File: config.mk
export PLATFORM = sky130hd
export DESIGN_NAME = morse_tx_flat
export DESIGN_NICKNAME = d
export VERILOG_FILES = /design/src/rtl/morse_tx_if.sv /design/src/rtl/morse_tx.sv /design/src/flat_wrapper.sv
export SDC_FILE = /design/constraint.sdc
export NUM_CORES = 1
export LEC_CHECK = 0
export ABC_AREA = 1
export CAP_MARGIN = 25
export CORE_MARGIN = 10
export CORE_UTILIZATION = 40
export CTS_CLUSTER_DIAMETER = 150
export CTS_CLUSTER_SIZE = 10
export DETAILED_ROUTE_END_ITERATION = 6
export PLACE_DENSITY = 0.57
export SLEW_MARGIN = 30
export SYNTH_ARGS = -nofsm -noshare
export SYNTH_HDL_FRONTEND = slang
export SYNTH_SLANG_ARGS = --single-unit
export TNS_END_PERCENT = 50
File: constraint.sdc
create_clock -name clk -period 3.6 [get_ports clk]
set_input_delay 0.72 -clock clk [delete_from_list [all_inputs] [get_ports clk]]
set_output_delay 0.72 -clock clk [all_outputs]
set_load 0.1 [all_outputs]
File: src/rtl/morse_tx_if.sv
// Character/keying bus between a Morse transmitter and its host.
// The host drives characters in; the transmitter reports keying and status back.
interface morse_tx_if;
   logic       char_valid;
   logic [4:0] char_in;
   logic       char_ready;
   logic       key_out;
   logic       char_done;
   logic       err;

   modport master (
      output char_valid, char_in,
      input  char_ready, key_out, char_done, err
   );

   modport slave (
      input  char_valid, char_in,
      output char_ready, key_out, char_done, err
   );
endinterface

File: src/rtl/morse_tx.sv
// International Morse keyer for A-Z plus word space.
// Timing is counted in units of UNIT_CYCLES clocks.
module morse_tx #(
   parameter int UNIT_CYCLES = 4
) (
   input  logic     clk,
   input  logic     rst,
   morse_tx_if.slave bus
);

   localparam int CW = $clog2(4 * UNIT_CYCLES);
   localparam logic [CW-1:0] DOT_N  = CW'(UNIT_CYCLES - 1);
   localparam logic [CW-1:0] DASH_N = CW'(3 * UNIT_CYCLES - 1);
   localparam logic [CW-1:0] WORD_N = CW'(4 * UNIT_CYCLES - 1);

   typedef enum logic [2:0] {IDLE, MARK, GAP, CHAR_GAP, WORD_GAP} state_t;

   state_t        r_state;
   logic [CW-1:0] r_cnt;
   logic [1:0]    r_idx;
   logic [3:0]    r_pat;
   logic          r_key;
   logic          r_done;
   logic          r_err;

   logic [5:0]    w_ent;
   logic [3:0]    w_pat;
   logic [1:0]    w_len_m1;
   logic          w_accept;

   // Entry is {length-1, pattern}; pattern bit 1 = dash, sent MSB-first.
   function automatic logic [5:0] morse_lut(input logic [4:0] c);
      case (c)
         5'd0:    morse_lut = {2'd1, 4'b0001}; // A .-
         5'd1:    morse_lut = {2'd3, 4'b1000}; // B -...
         5'd2:    morse_lut = {2'd3, 4'b1010}; // C -.-.
         5'd3:    morse_lut = {2'd2, 4'b0100}; // D -..
         5'd4:    morse_lut = {2'd0, 4'b0000}; // E .
         5'd5:    morse_lut = {2'd3, 4'b0010}; // F ..-.
         5'd6:    morse_lut = {2'd2, 4'b0110}; // G --.
         5'd7:    morse_lut = {2'd3, 4'b0000}; // H ....
         5'd8:    morse_lut = {2'd1, 4'b0000}; // I ..
         5'd9:    morse_lut = {2'd3, 4'b0111}; // J .---
         5'd10:   morse_lut = {2'd2, 4'b0101}; // K -.-
         5'd11:   morse_lut = {2'd3, 4'b0100}; // L .-..
         5'd12:   morse_lut = {2'd1, 4'b0011}; // M --
         5'd13:   morse_lut = {2'd1, 4'b0010}; // N -.
         5'd14:   morse_lut = {2'd2, 4'b0111}; // O ---
         5'd15:   morse_lut = {2'd3, 4'b0110}; // P .--.
         5'd16:   morse_lut = {2'd3, 4'b1101}; // Q --.-
         5'd17:   morse_lut = {2'd2, 4'b0010}; // R .-.
         5'd18:   morse_lut = {2'd2, 4'b0000}; // S ...
         5'd19:   morse_lut = {2'd0, 4'b0001}; // T -
         5'd20:   morse_lut = {2'd2, 4'b0001}; // U ..-
         5'd21:   morse_lut = {2'd3, 4'b0001}; // V ...-
         5'd22:   morse_lut = {2'd2, 4'b0011}; // W .--
         5'd23:   morse_lut = {2'd3, 4'b1001}; // X -..-
         5'd24:   morse_lut = {2'd3, 4'b1011}; // Y -.--
         5'd25:   morse_lut = {2'd3, 4'b1100}; // Z --..
         default: morse_lut = 6'd0;
      endcase
   endfunction

   assign w_ent    = morse_lut(bus.char_in);
   assign w_pat    = w_ent[3:0];
   assign w_len_m1 = w_ent[5:4];

   assign bus.char_ready = (r_state == IDLE) && !rst;
   assign w_accept       = bus.char_valid && bus.char_ready;

   assign bus.key_out   = r_key;
   assign bus.char_done = r_done;
   assign bus.err       = r_err;

   always_ff @(posedge clk or posedge rst) begin
      if (rst) begin
         r_state <= IDLE;
         r_cnt   <= '0;
         r_idx   <= '0;
         r_pat   <= '0;
         r_key   <= 1'b0;
         r_done  <= 1'b0;
         r_err   <= 1'b0;
      end else begin
         r_done <= 1'b0;
         r_err  <= 1'b0;
         case (r_state)
            IDLE: begin
               if (w_accept) begin
                  if (bus.char_in < 5'd26) begin
                     r_state <= MARK;
                     r_key   <= 1'b1;
                     r_idx   <= w_len_m1;
                     r_pat   <= w_pat;
                     r_cnt   <= w_pat[w_len_m1] ? DASH_N : DOT_N;
                  end else if (bus.char_in == 5'd26) begin
                     r_state <= WORD_GAP;
                     r_cnt   <= WORD_N;
                  end else begin
                     r_err <= 1'b1;
                  end
               end
            end
            MARK: begin
               if (r_cnt != '0) begin
                  r_cnt <= r_cnt - CW'(1);
               end else begin
                  r_key <= 1'b0;
                  if (r_idx == 2'd0) begin
                     r_state <= CHAR_GAP;
                     r_cnt   <= DASH_N;
                  end else begin
                     r_state <= GAP;
                     r_cnt   <= DOT_N;
                     r_idx   <= r_idx - 2'd1;
                  end
               end
            end
            GAP: begin
               if (r_cnt != '0) begin
                  r_cnt <= r_cnt - CW'(1);
               end else begin
                  // r_idx already points at the next element
                  r_state <= MARK;
                  r_key   <= 1'b1;
                  r_cnt   <= r_pat[r_idx] ? DASH_N : DOT_N;
               end
            end
            CHAR_GAP, WORD_GAP: begin
               if (r_cnt != '0) begin
                  r_cnt <= r_cnt - CW'(1);
               end else begin
                  r_state <= IDLE;
                  r_done  <= 1'b1;
               end
            end
            default: r_state <= IDLE;
         endcase
      end
   end

endmodule

File: src/flat_wrapper.sv
// flat-port wrapper written by rule: the top's interface ports become plain ports
module morse_tx_flat 
#(
   parameter int UNIT_CYCLES = 4
)
  (clk, rst, bus_char_valid, bus_char_in, bus_char_ready, bus_key_out, bus_char_done, bus_err);
  morse_tx_if bus_i ();
  input  logic clk;
  input  logic rst;
  input wire logic [$bits(bus_i.char_valid)-1:0] bus_char_valid;
  input wire logic [$bits(bus_i.char_in)-1:0] bus_char_in;
  output wire logic [$bits(bus_i.char_ready)-1:0] bus_char_ready;
  output wire logic [$bits(bus_i.key_out)-1:0] bus_key_out;
  output wire logic [$bits(bus_i.char_done)-1:0] bus_char_done;
  output wire logic [$bits(bus_i.err)-1:0] bus_err;
  assign bus_i.char_valid = bus_char_valid;
  assign bus_i.char_in = bus_char_in;
  assign bus_char_ready = bus_i.char_ready;
  assign bus_key_out = bus_i.key_out;
  assign bus_char_done = bus_i.char_done;
  assign bus_err = bus_i.err;
  morse_tx #(.UNIT_CYCLES(UNIT_CYCLES)) u_core (.clk(clk), .rst(rst), .bus(bus_i));
endmodule
### Yosys cells after proc, flatten, opt, wreduce, memory -nomap -nowiden

Memories as Yosys holds them, arrays and structs flattened.
Index checks and enable logic that the tools add are counted.

| operators by class | value |
|---|---|
| add/subtract/negate cells | 2 |
| magnitude comparators | 3 |
| eq/ne operators | 13 |
| multiplexer cells | 38 |
| reduce and logical (&&, ||, !) cells | 15 |

Operator list:

| cell | count |
|---|---|
| $mux W4 | 9 |
| $mux W3 | 6 |
| $pmux W4 S4 | 1 |
| $reduce_and A5 Y1 | 3 |
| $mux W1 | 13 |
| $pmux W3 S4 | 1 |
| $ne A2 B2 Y1 const B | 5 |
| $mux W2 | 4 |
| $reduce_bool A4 Y1 | 2 |
| $eq A3 B2 Y1 const B | 2 |
| $lt A2 B3 Y1 const B | 2 |
| $eq A5 B5 Y1 const B | 1 |
| $lt A5 B5 Y1 const B | 1 |
| $bmux W1 S2 | 2 |
| $ne A2 B1 Y1 const B | 2 |
| $pmux W2 S2 | 1 |
| $reduce_and A4 Y1 | 1 |
| $sub A4 B1 Y4 const B | 1 |
| $eq A3 B1 Y1 const B | 1 |
| $eq A3 B3 Y1 const B | 1 |
| $logic_not A3 Y1 | 1 |
| $ne A3 B3 Y1 const B | 1 |
| $pmux W1 S3 | 1 |
| $reduce_and A3 Y1 | 1 |
| other kinds (7) | 8 |

| storage, ports and cells | value |
|---|---|
| register bits after elaboration | 16 |
| memory bits (read-only) | 192 |
| input bits | 8 |
| output and inout bits | 4 |
| memories kept | 1 |

Memories:

| name | words | bits a word | read ports | clocked after Yosys merged registers in | wr ports | RTL line | RTL |
|---|---|---|---|---|---|---|---|
| (no name shown) | 32 | 6 | 1 | 0 | 0 | morse_tx.sv:33 | `case (c)` |

### Logic depth before layout (Yosys ltp)

Gate-level depths: netlist of run 1.
An unclocked memory read counts as a cell.

| logic depth | value |
|---|---|
| depth after elaboration | 7 |
| depth in mapped cells | 14 |
| gate-level depth less buffers | 14 |

### Least setup slack after synthesis of run 1

OpenSTA, ideal clock, no wires.

| timing path | value |
|---|---|
| path kind | in2reg |
| start | input rst |
| end | register u_core.r_cnt[3] |
| setup time | 0.120 ns |
| arrival | 1.848 ns |
| data required time | 3.480 ns |
| setup slack | 1.632 ns |
| cell stages on the path | 8 |
| buffers on the path | 0 |
| path through | nor2_4 > nand2_2 > nand3_1 > nand3_2 > nor2_1 > nand2_1 > inv_1 > a21oi_2 |

| on the way | value |
|---|---|
| longest elaborated chain between the ends | 5 |

Ends and longest elaborated chain:

| what | RTL line | RTL |
|---|---|---|
| start, declared | flat_wrapper.sv:9 | `input logic rst;` |
| $logic_not A1 Y1 | morse_tx.sv:68 | `assign bus.char_ready = (r_state == IDLE) && !rst;` |
| $logic_and A1 B1 Y1 | morse_tx.sv:68 |  |
| $logic_and A1 B1 Y1 | morse_tx.sv:69 | `assign w_accept = bus.char_valid && bus.char_ready;` |
| $ne A2 B1 Y1 (no source line) | n/a |  |
| $reduce_and A4 Y1 (no source line) | n/a |  |
| end signal, assigned | morse_tx.sv:95 | `r_cnt <= w_pat[w_len_m1] ? DASH_N : DOT_N;` |
| end signal, assigned | morse_tx.sv:106 | `r_cnt <= r_cnt - CW'(1);` |
| end signal, assigned | morse_tx.sv:121 | `r_cnt <= r_cnt - CW'(1);` |
| end, declared | morse_tx.sv:19 | `logic [CW-1:0] r_cnt;` |

No other way between the ends.
A chain may end at the register's enable or synchronous reset.

### Final worst setup path of run 1

| timing path | value |
|---|---|
| start | register u_core.r_key (netlist: u_core.bus.key_out) |
| end | output bus_key_out |

RTL lines:

| what | RTL line | RTL |
|---|---|---|
| start, declared | morse_tx.sv:22 | `logic r_key;` |
| start signal, assigned | morse_tx.sv:81 | `r_key <= 1'b0;` |
| start signal, assigned | morse_tx.sv:92 | `r_key <= 1'b1;` |
| start signal, assigned | morse_tx.sv:108 | `r_key <= 1'b0;` |
| end, declared | flat_wrapper.sv:13 | `output wire logic [$bits(bus_i.key_out)-1:0] bus_key_out;` |

No word-level cell between the ends.

==> results.txt, run 1 <==
- Outcome: completed
* Hold violation count in the final report: 0
- Adding up every negative setup slack in the final design gives 0 ps.
- Nature of the critical path endpoint: output pin
- Least-Margin Pin Slew: ~970 ps
* Yosys warning count: 0
* Maximum number of pins on one net before global-route repair: 17
- For this run, the slowest stage of the critical path takes about 1100 ps.
* Average instance area after synthesis: about 6.4 sq um
* Final net count: 240
* Level count of the clock H-tree: 1
- The worst setup path is launched from a flip-flop.
- Post-CTS setup-driven buffer insertion count: 0
- Post-Route WL: approximately 3100 um
- The floorplan step defined a die boundary enclosing about 0.0061 sq mm.
- Total number of vias: roughly 1300
- In this run the cell area measured after placement is ~0.0015 sq mm.
- Netlist area before placement: roughly 0.0013 sq mm
- Ant. Diodes: 0
- The floorplan step set the die height to roughly 78 um.
* Placeable core region: between 0.003 and 0.004 sq mm
* Areal power density over the cells: between 700 and 800 mW/mm^2
* Clock net sink count: 16
* Max rail drop VDD: between 0.00015 and 0.0002 V
- Headroom to the max-slew limit came out at 35.1%.
- Sequential standard cell area: 400 sq um
* Fraction of layout instances using a drive strength above 1: 7.66%
* Hold Path Class: flip-flop to flip-flop
* Synth area leaders: dfrtp_1 30%, nand2_1 20%, ha_1 8.4%
- Using the TritonRoute via totals, the vias-per-cell ratio works out to between 4 and 5.
* Maximum operating frequency: 399 MHz
- Final Core Density: between 40% and 50%
- Core Rows: 20
- The tree is rooted in a clkbuf_4.
* Area of all placed cells without fillers: ~0.0015 sq mm
- Synthesis instantiated 26 different standard cells from the library.
- Count of buffers inserted at the top-level ports: 11
- CP max FO: 2
- Required @ worst endpoint: around 2900 ps
- Among cell families on the critical path, the largest total delay comes from buffers and inverters.
- DRC violation total after the first TritonRoute iteration: between 70 and 80
- PostCTS Resize Cnt: 0
* Count of mapped cells out of synthesis: 210
- The first detailed-routing pass took 4 iterations.
- Dividing the detail-routed wire length by the instance count gives about 12 um.
- The number of buffers and inverters on the critical path is 1.
- Share of the synthesized area in the top cell type: around 30%
* Nets in the synthesized netlist: 227
- Filler cell count: 329
- Routability cong.: between 0.8 and 0.9
* Data arrival time of the critical path: 1790 ps
* Number of global-route vias before repair: 1266
- Hold timing on the final database bottoms out at a slack of around 500 ps.
- The wire-length estimate of the detail-placed layout is around 2500 um.
* Number of nets still failing antenna checks after routing: 0
- Synth-to-Final Area Change: 13.5%
- Summed over all instances, the cell type with the most area after synthesis is dfrtp_1.
* Longest Clk Path Bufs: 2
- Number of antenna violations at the first check in global routing: 0
- Clk slew on worst S/H paths: ~100 ps
- Final-report setup violation count: 0
- CTS hold repair buffers: 0
- Sequential cells were found to cover between 20% and 30% of the synthesized design area.
- After synthesis the netlist holds a flip-flop and latch count of 16.
* Place WS: 1010 ps
* Number of cells on the worst hold path: 2
- The first global-routing pass estimated roughly 5400 um of wire.
- The largest individual stage delay along the critical path comes from the cell clkdlybuf4s50_1.
- The critical path goes through clkdlybuf4s50_1.
- Die span in x: 77.9 um
- Worst-skew pair later-pin latency: 290 ps
* Clk_skew: between 2 and 2.5 ps
- In this run the number of cells on the critical path is 1.
- During I/O placement, the number of pins put on the boundary was 12.
- TritonCTS clock tree: yes
- Kind of critical path: flip-flop to output pin
* Initial Util: between 40% and 50%
* Worst r2r path cells: 8
* Number of pins exceeding their max-slew limit in the final report: 0
- In the final layout, the multi-input gates occupy 823 sq um.
* Setup repair after global routing missed its margin: no
* Fraction of the cycle the final worst path needs: 69.7%
- In the global route stage, overall resource usage came out at 10.5%.
* Remaining global-route overflow: 0
- Residual DRC count: 0
* Total of max-cap violations: 0
- After layout, the minimum clock period comes to between 2000 and 3000 ps.
* Total CTS buffers: 3
- Once routing completed, OpenROAD measured the worst setup slack at ~1100 ps.
* Static leakage: just under 0.0008 uW
through the flow:
stage / total power (uW) / cells
global route: 1340 / 266
finish: 1210 / 266
global placement: 1080 / 262
detailed placement: 1090 / 262
CTS: 1220 / 266
floorplan: 929 / 210
synth_stat cells:
cell,n
nand4_1,1
nor3b_1,1
nor2_1,22
xor2_1,1
buf_2,2
nor3_1,1
or2_2,1
inv_2,2
dfrtp_1,16
xnor2_1,1
nand2_1,70
nand2_2,2
ha_1,9
nand3b_1,2
nand3_1,17
inv_1,25
o21ai_1,2
a31oi_1,2
nor2_4,2
a21oi_1,9
a21oi_2,1
buf_4,1
o211ai_1,1
nand3_2,1
nor2_2,3
o21ai_0,15
logic make-up (layout without fill, tap and decap cells):
| family | count (synthesis) | after routing | share of synthesized area (%) |
|---|---|---|---|
| DFF | 16 | 16 | 29.8 |
| and+or+nand+nor | 123 | 123 | 39.8 |
| adders and majority gates | 9 | 9 | 8.39 |
| AOI/OAI and AO/OA | 30 | 30 | 11.8 |
| xor gates and xnor gates | 2 | 2 | 1.30 |
| buffers and inverters | 30 | 42 | 8.85 |
report_power, final:
group          switching [uW]  internal (uW)  total (uW)
registers                51.2            263         314
logic                     518            257         775
clock network            62.3           61.7         124
total                     632            582        1210
metal layers:
layer	vias up	wire [um]	global-route usage, %
met2	30	1610	19.2
met3	7	89	1.15
met5	-	0	0
li1	689	-	-
met1	581	1360	11.4
met4	0	76	5.91
worst paths after layout:
path                                                       end                            from  slack (ps)
worst max register to register   u_core.r_state[0]$_DFFE_PP0P_   u_core.r_state[0]$_DFFE_PP0P_        1950
worst min-delay path            u_core.bus.key_out$_DFFE_PP0P_  u_core.bus.key_out$_DFFE_PP0P_         500
worst min register to register  u_core.bus.key_out$_DFFE_PP0P_  u_core.bus.key_out$_DFFE_PP0P_         500
min in group asynchronous        u_core.r_state[2]$_DFFE_PP0P_                             rst         890
worst max-delay path                               bus_key_out  u_core.bus.key_out$_DFFE_PP0P_        1090
max in group asynchronous       u_core.bus.char_done$_DFF_PP0_                             rst        2300
layout by cell type (no fill, tap or decap), drive strengths merged:
cell type,instances
clkdlybuf4s50,10
nor3b,1
a31oi,2
buf,1
xor2,1
inv,27
o21ai,17
nor2,27
o211ai,1
nand2,72
dfrtp,16
ha,9
xnor2,1
nand3b,2
nand3,18
nor3,1
nand4,1
or2,1
clkbuf,4
a21oi,10
sequential cells by signal, indices dropped and copies added, names as in the netlist:
| signal | cells |
|---|---|
| u_core.r_idx | 2 |
| u_core.r_state | 3 |
| u_core.bus.err | 1 |
| u_core.r_cnt | 4 |
| u_core.bus.key_out | 1 |
| u_core.bus.char_done | 1 |
| u_core.r_pat | 4 |
layout make-up:
type / instances / share of cell area [%]
clock buffer: 4 / 2.38
timing repair buffer: 11 / 7.06
inverter: 27 / 6.65
sequential: 16 / 26.3
tap: 44 / 3.61
multi-input combinational: 164 / 54.0
Note: power is estimated with default switching activity, not from simulation.
==> run 2: changes to the inputs <==
--- a/config.mk
+++ b/config.mk
@@ -12,7 +12,7 @@
 export CTS_CLUSTER_DIAMETER = 150
 export CTS_CLUSTER_SIZE = 10
 export DETAILED_ROUTE_END_ITERATION = 6
-export PLACE_DENSITY = 0.57
+export PLACE_DENSITY = 0.59
 export SLEW_MARGIN = 30
 export SYNTH_ARGS = -nofsm -noshare
 export SYNTH_HDL_FRONTEND = slang
==> constraint.sdc (replaced) <==
create_clock -name clk -period 2.3 [get_ports clk]
set_input_delay 0.46 -clock clk [delete_from_list [all_inputs] [get_ports clk]]
set_output_delay 0.46 -clock clk [all_outputs]
set_load 0.1 [all_outputs]
==> run 2 against run 1 <==
Against the previous run:
- power rose by 57%
- clock skew barely moved
- clock power increased by 56%
- core utilization rose by 0.64 points
- combinational power is 59% higher
- via count stayed put
- first-iteration DRC count grew 6.6%
- non-clock buffer count grew 2
- register-to-register slack worse by 1400 ps
- worst hold slack improved by 1.3 ps
- sequential cell count unchanged
- critical path type is now input pin to flip-flop
- highest routed layer unchanged
==> results.txt, run 2 (same netlist as run 1, synthesis figures left out) <==
- The flow ran to the end, and the final reports show no timing, DRC or antenna violations.
* Core Rows: 20
- DRC violation total after the first TritonRoute iteration: slightly above 80
- In this run, post-CTS repair resized a total of 0 instances.
- TritonCTS clock tree: yes
- Multi-input gate area in the final layout: 823 sq um
- Hold violation count in the final report: 0
- Worst-skew pair later-pin latency: a little under 300 ps
* Sequential standard cell area: 400 sq um
* Max-Slew Margin vs Limit: between 50% and 60%
- Initial Util: 42.9%
- Global routing used between 10% and 20% of the available tracks.
- The worst path meets setup with between 300 and 400 ps of slack.
- The first TritonRoute pass finished after 5 iterations.
- Placeable core region: 0.00313 sq mm
- During I/O placement, the number of pins put on the boundary was 12.
* Total CTS buffers: 3
* Number of cells on the worst hold path: 2
- In this run the static leakage power is 0.000813 uW.
- Least-Margin Pin Slew: 650 ps
- Power comes to 1910 uW.
- Max-cap violations in this run came to 0.
* Residual DRC count: 0
- The tree built by TritonCTS fans out to 16 sinks.
* Maximum number of pins on one net before global-route repair: 17
- Hold Crit Start: u_core.bus.key_out$_DFFE_PP0P_
* Worst r2r dst: u_core.r_state[0]$_DFFE_PP0P_
* Hold Slack: between 400 and 500 ps
- Required @ worst endpoint: between 2000 and 2500 ps
* Fraction of layout instances using a drive strength above 1: under 10%
- Register-to-register setup slack: slightly below 600 ps
- Routability cong.: around 0.86
- After clock tree synthesis, the flow added hold-fix buffers numbering 0.
- In this run the post-CTS setup repair buffer count came out at 0.
- RR Startpoint: u_core.r_state[0]$_DFFE_PP0P_
- Total number of vias: 1307
- Hold Path Class: flip-flop to flip-flop
* Leading cell type in the layout, fill and taps excluded: nand2_1
* Kind of critical path: input pin to flip-flop
- The number of antenna violations at the first check in global routing is 0.
- Fraction of the cycle the final worst path needs: 86.8%
- CP bufs+invs: 4
* Maximum operating frequency: ~500 MHz
* Die Y-Extent: 77.9 um
- In this run the tool buffered the top-level ports with 11 buffer cells.
* Clk_skew: around 2.2 ps
* Wirelength per Cell: ~12 um
- The final layout contains 242 nets.
* Synth-to-Final Area Change: 15.0%
- After layout, the minimum clock period comes to around 2000 ps.
- The largest registers in the layout are u_core.r_cnt x4, u_core.r_pat x4, u_core.r_state x3.
* Data arrival time of the critical path: between 2000 and 2500 ps
- Counting stages on the worst path, the most repeated cell is nand2_1.
- Post-Route WL: around 3100 um
* Top delay family on crit path: buffers and inverters
* Filler cell count: 344
- The count of nets left with antenna violations once routing finished came out at 0.
- On the critical path, the stage with the largest delay is an instance of clkdlybuf4s50_1.
* CP max FO: 5
- Leaving out fill and tap cells, the most frequent cells in the layout are 70 x nand2_1, 25 x inv_1, 22 x nor2_1.
- In this run the number of H-tree levels came out at 1.
- The most critical setup path has its startpoint at bus_char_in[1].
- The die covers 0.00607 sq mm.
- Summed over all layers, the global routing overflow is 0.
- Clock Tree Root: clkbuf_4
- The repair_antennas step left the layout with diodes totalling 0.
- For the worst flop-to-flop path, the logic depth is 8.
- Summed over all failing endpoints, the final setup total negative slack is 0 ps.
* Finished Layout Cells: between 200 and 300
- The die is ~80 um wide.
- The signal on the critical path passes through clkdlybuf4s50_1 > inv_1 > ha_1 > inv_1 > nand2_1 > nand3_1 > nand2_1 > nand2_1 > inv_1 > nand2_1 > nand2_1 > nand2_1 > nand2_1 > nand2_1 > a21oi_2.
- Setup repair after global routing missed its margin: no
* Clk slew on worst S/H paths: around 100 ps
- DPL Wire Length: roughly 2500 um
- The number of max-slew violations in the final report came to 0.
- Areal power density over the cells: ~1200 mW/mm^2
* Largest stage delay, worst path: ~570 ps
- Prior to clock tree synthesis, the placed netlist has a worst setup slack of -25.3 ps.
- The first global-routing pass estimated approximately 5500 um of wire.
- The number of global-route vias before repair is roughly 1300.
* Worst hold endpoint: u_core.bus.key_out$_DFFE_PP0P_
- The worst-case IR drop observed on VDD is 0.000430 V.
* Final-report setup violation count: 0
* Nature of the critical path endpoint: flip-flop
- Element type at the critical path start: input pin
* Number of cells in the design after placement: ~260
- Using the TritonRoute via totals, the vias-per-cell ratio works out to around 4.9.
- The clock passes through at most 2 buffers.
[run 2: layer usage]
layer	track usage [%]	vias to the layer above	wire (um)
met2	19.3	24	1580
met1	12.3	584	1410
met4	5.56	0	61
li1	-	695	-
met5	0	-	0
met3	1.61	4	77
[run 2: cell type report]
type | instances | area share (%)
inverter | 27 | 6.56
clock buffer | 4 | 2.35
tap | 44 | 3.57
timing repair buffer | 13 | 8.27
multi-input combinational | 164 | 53.3
sequential | 16 | 25.9
[run 2: per-stage QoR]
stage	utilization, %	area (sq um)
2_1_floorplan	-	1340
3_3_place_gp	48.2	1510
3_5_place_dp	48.2	1510
4_1_cts	49.4	1540
5_1_grt	49.4	1540
6_report	49.4	1540
[run 2: power by group]
part           switching (uW)  leakage (uW)  internal (uW)
sequential               78.6      0.000196            411
combinational             807      0.000596            420
clock                    97.1     0.0000210           96.3
[run 2: how the worst max path moves through the flow]
stage / cells after the start / slack [ps] / endpoint
after global routing: 15 / 140 / u_core.r_cnt[3]$_DFFE_PP0P_
after CTS: 15 / 290 / u_core.r_cnt[3]$_DFFE_PP0P_
after global placement: 15 / 9 / u_core.r_cnt[3]$_DFFE_PP0P_
after floorplan: 10 / 380 / u_core.r_cnt[3]$_DFFE_PP0P_
final: 15 / 300 / u_core.r_cnt[3]$_DFFE_PP0P_
after detailed placement: 15 / -30 / u_core.r_cnt[3]$_DFFE_PP0P_
[run 2: worst reg2reg max path, delay by kind of cell, from the launching register on]
family / cells / cell delay [ps]
AND/OR/NAND/NOR: 6 / 970
flip-flops: 1 / 450
AO/OA/AOI/OAI: 2 / 200
==> run 3: changes to the inputs <==
--- a/config.mk
+++ b/config.mk
@@ -7,12 +7,14 @@
 export LEC_CHECK = 0
 export ABC_AREA = 1
 export CAP_MARGIN = 25
+export CELL_PAD_IN_SITES_DETAIL_PLACEMENT = 0
+export CELL_PAD_IN_SITES_GLOBAL_PLACEMENT = 1
 export CORE_MARGIN = 10
-export CORE_UTILIZATION = 40
+export CORE_UTILIZATION = 36
 export CTS_CLUSTER_DIAMETER = 150
 export CTS_CLUSTER_SIZE = 10
 export DETAILED_ROUTE_END_ITERATION = 6
-export PLACE_DENSITY = 0.59
+export PLACE_DENSITY = 0.73
 export SLEW_MARGIN = 30
 export SYNTH_ARGS = -nofsm -noshare
 export SYNTH_HDL_FRONTEND = slang
==> run 3 against run 2 <==
Against the previous run:
- sequential share of layout area shrank 0.51 points
- worst hold slack worse by 12 ps
- setup slack lost 42 ps
- global-route usage fell by 0.41 points
- via count shrank 0.38%
- largest power group unchanged
- critical endpoint unchanged
==> results.txt, run 3 (same netlist as run 1, synthesis figures left out) <==
* Pre-antenna DRT Iters: 4
* CP Cell Sequence: clkdlybuf4s50_1 > inv_1 > ha_1 > nand2_1 > nand2_1 > nand3_1 > nand3_1 > nand2_1 > nand3_1 > nand2_1 > nand2_1 > a21oi_2
- Final net count: ~240
* Power share of the clock group: a little over an eighth
* Routability cong.: 0.840
- Switch share: between 50 and 60%
* DRC violation total after the first TritonRoute iteration: 89
- Clk slew on worst S/H paths: roughly 70 ps
- In the layout the commonest cells are 70 x nand2_1, 25 x inv_1, 22 x nor2_1.
* Hold Slack: ~480 ps
- TritonCTS built the clock tree.
- Dividing the detail-routed via count by the number of cells gives ~4.8.
- Filler cell count: ~390
* Die span in x: about 80 um
- Count of buffers inserted at the top-level ports: 11
- Clock skew on the completed layout was measured at between 2 and 2.5 ps.
- Post-CTS setup-driven buffer insertion count: 0
- The floorplan has 22 rows.
- The internal portion of the total power is 983 uW.
* Area of the die: 0.00657 sq mm
* Post-route minimum period: between 2000 and 2500 ps
* Required @ worst endpoint: 2490 ps
- Number of pins exceeding their max-slew limit in the final report: 0
- Clock latency on the worst-skew pair, taken at its later pin, is approximately 260 ps.
- The slowest stage of the critical path belongs to the cell clkdlybuf4s50_1.
- Clock net sink count: 16
* Longest Clk Path Bufs: 2
- The placed instances occupy a cell area of roughly 0.0015 sq mm.
- In this run, CTS created clock tree buffers numbering 3.
- Kind of critical path: input pin to flip-flop
* Data arrival time of the critical path: 2230 ps
* Hold Crit Start: u_core.r_pat[0]$_DFFE_PP0P_
- Remaining global-route overflow: 0
- Least-Margin Pin Slew: about 600 ps
- Residual DRC count: 0
* Largest stage delay, worst path: around 570 ps
- Clock Tree Root: clkbuf_8
- Setup repair after global routing missed its margin: no
- Static leakage: about 0.00083 uW
- Fraction of layout instances using a drive strength above 1: between 10% and 20%
- The first global-routing pass estimated between 5000 and 6000 um of wire.
- The most numerous cell type found on the critical path is nand2_1.
- 12 I/O pins were placed.
- On the critical path the largest part of the delay comes from buffers and inverters.
* Die Y-Extent: approximately 81 um
- Leading cell type in the layout, fill and taps excluded: nand2_1
- The worst pin sits at a relative slew slack of between 50% and 60%.
* Max rail drop VDD: approximately 0.00036 V
- Total negative slack for setup checks: 0 ps
- Areal power density over the cells: between 1000 and 1500 mW/mm^2
* Element type at the critical path start: input pin
- Wires add up to between 3000 and 4000 um.
- Outcome: completed
- The final critical path takes up between 80% and 90% of the cycle.
- Initial Util: between 30% and 40%
- Sequential share of power: around a quarter
* Final-report setup violation count: 0
- All-Layer GR Usage: around a tenth
- CP bufs+invs: 2
- Max-cap violations in this run came to 0.
- The count of nets left with antenna violations once routing finished came out at 0.
- In this run the worst setup path begins at bus_char_in[1].
- Comb power frac: a little over 60%
- Synth-to-Final Area Change: 17.3%
* Placeable core region: approximately 0.0036 sq mm
* Area of all placed cells without fillers: approximately 0.0016 sq mm
* DPL Wire Length: 2570 um
- After detailed routing, the average wire length per cell comes to ~12 um.
- Hold violation count in the final report: 0
- The startpoint identified for the worst register-to-register timing path is u_core.r_state[0]$_DFFE_PP0P_.
* PostCTS Resize Cnt: 0
* Net Sw Power: 994 uW
- Maximum operating frequency: around 500 MHz
* Maximum number of pins on one net before global-route repair: 17
- Hold Path Class: flip-flop to flip-flop
- Total design power: 1980 uW
- CP max FO: 5
* Total number of vias: between 1000 and 1500
* CTS hold repair buffers: 0
- Largest regs: u_core.r_cnt x4, u_core.r_pat x4, u_core.r_state x3
- Number of antenna violations at the first check in global routing: 0
- The number of global-route vias before repair came to 1325.
- Nature of the critical path endpoint: flip-flop
- CTS built an H-tree with a depth of 1.
- The number of antenna diodes in the final layout is 0.
==> run 3: changes by cell type in the layout (fill, tap and decap cells not counted) <==
cell      previous run  this run
clkbuf_4             3         0
buf_4                5         6
clkbuf_8             1         4
==> run 3: tightest hold or removal path: stages, from the launching register on <==
cell and delay [ps]:
dfrtp_1 350, nand2_1 50, o21ai_0 50
==> run 3: path summary, 6_finish.rpt <==
check	endpoint	slack, ps	depth (start not counted)
min in group asynchronous	u_core.bus.err$_DFF_PP0_	670	2
max in group asynchronous	u_core.r_cnt[0]$_DFFE_PP0P_	1230	2
hold reg to reg	u_core.r_pat[0]$_DFFE_PP0P_	480	2
setup / recovery	u_core.r_cnt[3]$_DFFE_PP0P_	260	12
hold / removal	u_core.r_pat[0]$_DFFE_PP0P_	480	2
setup reg to reg	u_core.r_idx[0]$_DFFE_PP0P_	580	8
==> run 3: power by group through the flow <==
| stage | clock network, uW | logic, uW | registers (uW) |
|---|---|---|---|
| after CTS | 262 | 1240 | 490 |
| after global routing | 271 | 1410 | 513 |
| after floorplan | 0 | 902 | 553 |
| final | 258 | 1230 | 488 |
| after global placement | 0 | 1230 | 492 |
| after detailed placement | 0 | 1230 | 494 |
==> run 3: cell type report <==
| cell class | instances | area (sq um) | share of cell area, % |
|---|---|---|---|
| Multi-Input combinational cell | 164 | 823 | 52.3 |
| Sequential cell | 16 | 400 | 25.4 |
| Timing Repair Buffer | 14 | 135 | 8.58 |
| Inverter | 27 | 101 | 6.43 |
| Tap cell | 48 | 60.1 | 3.81 |
| Clock buffer | 4 | 55.1 | 3.49 |
==> run 3: metal layers <==
metal	GRT usage [%]	part of all wire, %	vias up
met3	1.21	2.2	5
met1	11.2	44	591
met4	5.19	1.8	0
met5	0	0	-
li1	-	-	693
met2	19.7	52	13
==> run 3: through the flow <==
stage	util, %	setup WS (ps)	cells
2_1_floorplan	-	377	210
3_3_place_gp	41.8	49.1	269
3_5_place_dp	41.8	8.78	269
4_1_cts	43.4	261	273
5_1_grt	43.4	97.0	273
6_report	43.4	262	273
==> RTL edit 1: new RTL, settings of run 3 <==
`UNIT_CYCLES` is set to 4 in 2 places; all go to 8.
--- a/src/rtl/morse_tx.sv
+++ b/src/rtl/morse_tx.sv
@@ -3,3 +3,3 @@
 module morse_tx #(
-   parameter int UNIT_CYCLES = 4
+   parameter int UNIT_CYCLES = 8
 ) (
--- a/src/flat_wrapper.sv
+++ b/src/flat_wrapper.sv
@@ -3,3 +3,3 @@
 #(
-   parameter int UNIT_CYCLES = 4
+   parameter int UNIT_CYCLES = 8
 )
Behaviour: not the same (Yosys sat finds a counterexample within 10 cycles, from zero or initial values and one cycle with rst high).
==> RTL edit 1 against run 3 <==
  * Power decreased by 3.8%
  * Synthesized cell count increased by 5.2%
  * Clock skew decreased by 1.4 ps
  * Cell area increased by 7.8%
  * Register-to-register slack got worse by 100 ps
  * Clock power decreased by 9.3%
  * Sequential cell count increased by 1
  * Wire length increased by 7.9%
  * Synthesized area increased by 8.8%
  * Setup slack improved by 69 ps
  * Count of clock-buffer cells in the layout decreased by 1
  * Worst hold slack improved by 7.7 ps
==> RTL edit 1: results (changes against run 3) <==
stage;metric;value;unit;change
outcome;run status;finished, final reports clean;;
clock_network;CTS buffer count;3;;unchanged
logic_synthesis;syn_nets;236;;+4.0%
drt;post-route met1 wirelength;1601;um;+17%
final_layout;layout cells sized above 1;15.97;%;+5.7 points
grt;initial antenna violation count;0;;unchanged
final_layout;top flop regs;u_core.r_cnt x5, u_core.r_pat x4, u_core.r_state x3;;
worst_setup_path;Max stage delay on crit path;540;ps;-30 ps
drt;DRT iter0 DRCs;23;;-74%
clock_network;Post-CTS Resized;0;;unchanged
clock_network;Worst-path clk slew;70;ps;about the same
logic_synthesis;Post-synth top cells;nand2_1, nor2_1, inv_1;;
placement;Placer Congestion;0.8101;;-3.6%
final_layout;n_diodes;0;;unchanged
drt;metal2 WL;1666;um;+1.5%
worst_setup_path;Crit-path slowest cell;clkdlybuf4s50_1;;
sta;Max-slew headroom;72.89;%;+14 points
clock_network;Clock Tree Buf Depth;2;;unchanged
logic_synthesis;library cells used by synthesis;28;;+7.7%
clock_network;Max H-tree Level;1;;unchanged
grt;Tot GR Track Use;10.05;%;-0.40 points
final_layout;Final nets;254;;+4.5%
grt;largest net degree at the start of global routing;12;;-5
drt;met3 routed wirelength;64;um;-5.9%
sta;final clock skew;0.9147;ps;-1.436 ps
logic_synthesis;ys async rst share;100.0;%;unchanged
worst_setup_path;Arr. time, crit path;2160;ps;-70 ps
placement;port bufs;11;;unchanged
drt;Final Routed Wirelength;3389;um;+7.9%
drt;TritonRoute pass-1 iters;4;;unchanged
logic_synthesis;Synth Flop Type;dfrtp_1;;
logic_synthesis;ranking of synthesized cells by area;dfrtp_1, nand2_1, nor2_1;;
logic_synthesis;Synth Warn #;0;;unchanged
placement;detailed placement HPWL;2769;um;+7.7%
grt;number of global-route vias before repair;1388;;+4.8%
worst_hold_path;Hold Path Class;flip-flop to flip-flop;;
pwr;Max rail drop VDD;0.3465;mV;-4.5%
logic_synthesis;Seq/Total Area, Yosys;29.13;%;-0.69 points
pwr;leakage dissipation;0.8762;nW;+6.1%
drt;Via density;4.774;;+0.11%
grt;first-pass GRT wire length;6085;um;+8.9%
placement;DP Worst Slack;43.07;ps;+34.30 ps
## RTL edit 1: cell families (layout without fill, tap and decap cells)
logic type / after synthesis / count (layout) / synth area share, %
compound gates: 35 / 35 / 13.97
fa+ha+maj: 7 / 7 / 5.998
buf+inv: 33 / 50 / 9.854
flops: 17 / 17 / 29.13
simple gates: 129 / 129 / 41.05
## RTL edit 1: layer usage
| metal | vias up | global-route usage, % |
|---|---|---|
| met1 | 622 | 11.37 |
| met4 | 0 | 4.566 |
| met5 | - | 0 |
| li1 | 737 | - |
| met3 | 4 | 1.367 |
| met2 | 12 | 18.05 |
## RTL edit 1: path summary, 6_finish.rpt
kind / startpoint / endpoint / slack (ps) / cells past startpoint
max in group asynchronous: rst / u_core.r_cnt[4] / 1280 / 3
worst min-delay path: u_core.r_pat[3] / u_core.r_pat[3] / 490 / 2
worst max register to register: u_core.r_cnt[0] / u_core.r_cnt[3] / 480 / 9
worst max-delay path: bus_char_in[1] / u_core.r_cnt[4] / 330 / 12
worst min register to register: u_core.r_pat[3] / u_core.r_pat[3] / 490 / 2
min in group asynchronous: rst / u_core.bus.err / 560 / 2
## RTL edit 1: area by class of cell
class,instances,area (um^2)
fillers,435,2273
well taps,50,62.56
inverters,28,107.6
multi-input cells,171,890.9
clock buffers,3,41.29
flip-flops and latches,17,425.4
clock inverters,1,5.005
repair buffers,18,165.2
## RTL edit 1: worst reg2reg max path, cell delays in order (launching register included)
cell and delay (ps):
dfrtp_1 400, inv_1 100, ha_1 220, nand3_1 120, nor2_1 220, inv_1 160, o21ai_0 150, nand2_1 150
nand3_1 100, a31oi_1 70
## RTL edit 1: report_power, final
part	switching [mW]	internal, mW	leakage [nW]
Sequential	0.0945	0.423	0.208
Combinational	0.746	0.404	0.643
Clock	0.113	0.121	0.0255
## RTL edit 1: through the flow
stage               power (mW)  std cells  instance area, um^2
finish                   1.902        288                 1698
global route             2.100        288                 1698
CTS                      1.925        288                 1698
detailed placement       1.680        284                 1652
global placement         1.686        284                 1652
floorplan                1.420        221                 1460
==> RTL edit 2: new RTL, settings of run 3 <==
Made on the original files. Make the reset (`rst`) synchronous in one clocked block.
--- a/src/rtl/morse_tx.sv
+++ b/src/rtl/morse_tx.sv
@@ -74,3 +74,3 @@
 
-   always_ff @(posedge clk or posedge rst) begin
+   always_ff @(posedge clk) begin
       if (rst) begin
Function: differs if rst is asserted again (counterexample within 4 cycles, from zero or initial values and one cycle with rst high); with rst held inactive, the same outputs for 10 cycles.
==> RTL edit 2 against run 3 <==
  * Setup slack improved by 42 ps
  * Via count increased by 1.8%
  * Global-route usage down 0.11 points
  * Synthesized area decreased by 2.1%
  * Synthesized cell count grew 0.95%
  * Cell area is 1.7% lower
  * Sequential cell count unchanged
  * Wire length fell by 1.1%
  * Count of clock-buffer cells in the layout down 1
  * Die area shrank 1.5%
  * Power fell by 17%
  * Largest power group unchanged
==> RTL edit 2: results (changes against run 3) <==
stage;metric;value;unit;change
grt;initial antenna violation count;0;;unchanged
placement;dpl cells;271;;+0.74%
logic_synthesis;ranking of synthesized cells by area;dfxtp_1, nand2_1, nor2_1;;
pwr;leakage dissipation;0.7574;nW;-8.3%
grt;first-pass GRT wire length;5485;um;-1.9%
final_layout;Final nets;246;;+1.2%
outcome;run status;finished, final reports clean;;
worst_setup_path;Max stage delay on crit path;520;ps;-50 ps
clock_network;clk_lat worst skew;250;ps;
grt;largest net degree at the start of global routing;11;;-6
placement;detailed placement HPWL;2554;um;-0.71%
worst_setup_path;Arr. time, crit path;2130;ps;-100 ps
drt;Final Routed Wirelength;3109;um;-1.1%
logic_synthesis;Synth Flop Type;dfxtp_1;;
clock_network;Post-CTS Setup Repair Bufs;0;;unchanged
worst_setup_path;r2r endpoint;u_core.r_cnt[2];;
worst_setup_path;R2R depth;8;;unchanged
placement;Placer Congestion;0.8188;;-2.5%
logic_synthesis;Post-synth top cells;nand2_1, nor2_1, inv_1;;
grt;number of global-route vias before repair;1239;;-6.5%
worst_setup_path;Reg2Reg Setup Slack;760;ps;+180 ps
worst_setup_path;critical path peak fanout;4;;-1
worst_setup_path;r2r startpoint;u_core.r_cnt[0];;
clock_network;Clock Tree Buf Depth;2;;unchanged
logic_synthesis;syn_area_per_cell;6.203;um^2;-3.0%
job;max-cap violation count;0;;unchanged
drt;DR DRC count;0;;unchanged
worst_hold_path;Hold Path Class;flip-flop to flip-flop;;
placement;port bufs;11;;unchanged
pwr;Max rail drop VDD;1.048;mV;+190%
worst_hold_path;worst hold start;u_core.r_cnt[2];;
logic_synthesis;Seq/Total Area, Yosys;24.36;%;-5.5 points
drt;drt wl/cell;11.35;um;-1.4%
clock_network;Max H-tree Level;1;;unchanged
logic_synthesis;library cells used by synthesis;29;;+12%
worst_hold_path;Worst Hold Path EP;u_core.r_cnt[2];;
final_layout;layout cells sized above 1;17.98;%;+7.8 points
sta;final clock skew;5.031;ps;+2.680 ps
grt;Tot GR Track Use;10.34;%;-0.11 points
logic_synthesis;ys async rst share;0;%;-100 points
drt;DRT iter0 DRCs;95;;+6.7%
logic_synthesis;syn_nets;228;;+0.44%
clock_network;CTS buffer count;3;;unchanged
placement;DP Worst Slack;37.71;ps;+28.93 ps
final_layout;filler cell count in the final layout;373;;-5.3%
sta;Hold WS;518.8;ps;+34.01 ps
sta;Max-slew headroom;79.38;%;+20 points
drt;Via density;4.839;;+1.5%
[RTL edit 2: how the worst max path moves through the flow]
stage,startpoint,to,slack [ps]
final,bus_char_in[0],u_core.r_cnt[3],300
after global routing,bus_char_in[0],u_core.r_cnt[3],80
after CTS,bus_char_in[0],u_core.r_cnt[3],290
after detailed placement,bus_char_in[0],u_core.r_cnt[3],40
after global placement,bus_char_in[0],u_core.r_cnt[3],110
after floorplan,rst,bus_char_ready,350
[RTL edit 2: cells by family after synthesis]
group,synth area share [%]
flops,24.36
xor+xnor,1.332
buf+inv,9.895
fa+ha+maj,7.612
compound gates,16.17
simple gates,40.63
[RTL edit 2: power breakdown]
group          internal, mW  switching [mW]
clock                 0.116          0.0927
combinational         0.333           0.687
sequential            0.357          0.0528
[RTL edit 2: per-stage QoR]
step / power, mW / cell area [um^2]
after global placement: 1.416 / 1506
final: 1.639 / 1548
after detailed placement: 1.427 / 1506
after global routing: 1.789 / 1548
after CTS: 1.642 / 1548
after floorplan: 1.207 / 1318
[RTL edit 2: layout make-up]
| cell class | count | area share [%] |
|---|---|---|
| Clock buffer | 3 | 2.668 |
| Inverter | 29 | 7.195 |
| Multi-Input combinational cell | 164 | 56.02 |
| Sequential cell | 16 | 20.70 |
| Tap cell | 46 | 3.719 |
| Timing Repair Buffer | 16 | 9.701 |
[RTL edit 2: metal layers]
| metal | part of all wire (%) | vias to the layer above | global-route usage, % |
|---|---|---|---|
| met3 | 3.5 | 2 | 3.118 |
| met5 | 0 | - | 0 |
| met4 | 0.48 | 0 | 1.585 |
| met1 | 52 | 598 | 14.44 |
| li1 | - | 711 | - |
| met2 | 44 | 15 | 15.29 |
[RTL edit 2: worst max-delay path: cells and delay by family]
family / cells / cell delay, ps
buf+inv: 2 / 630
fa+ha+maj: 1 / 320
simple gates: 9 / 670
compound gates: 1 / 50
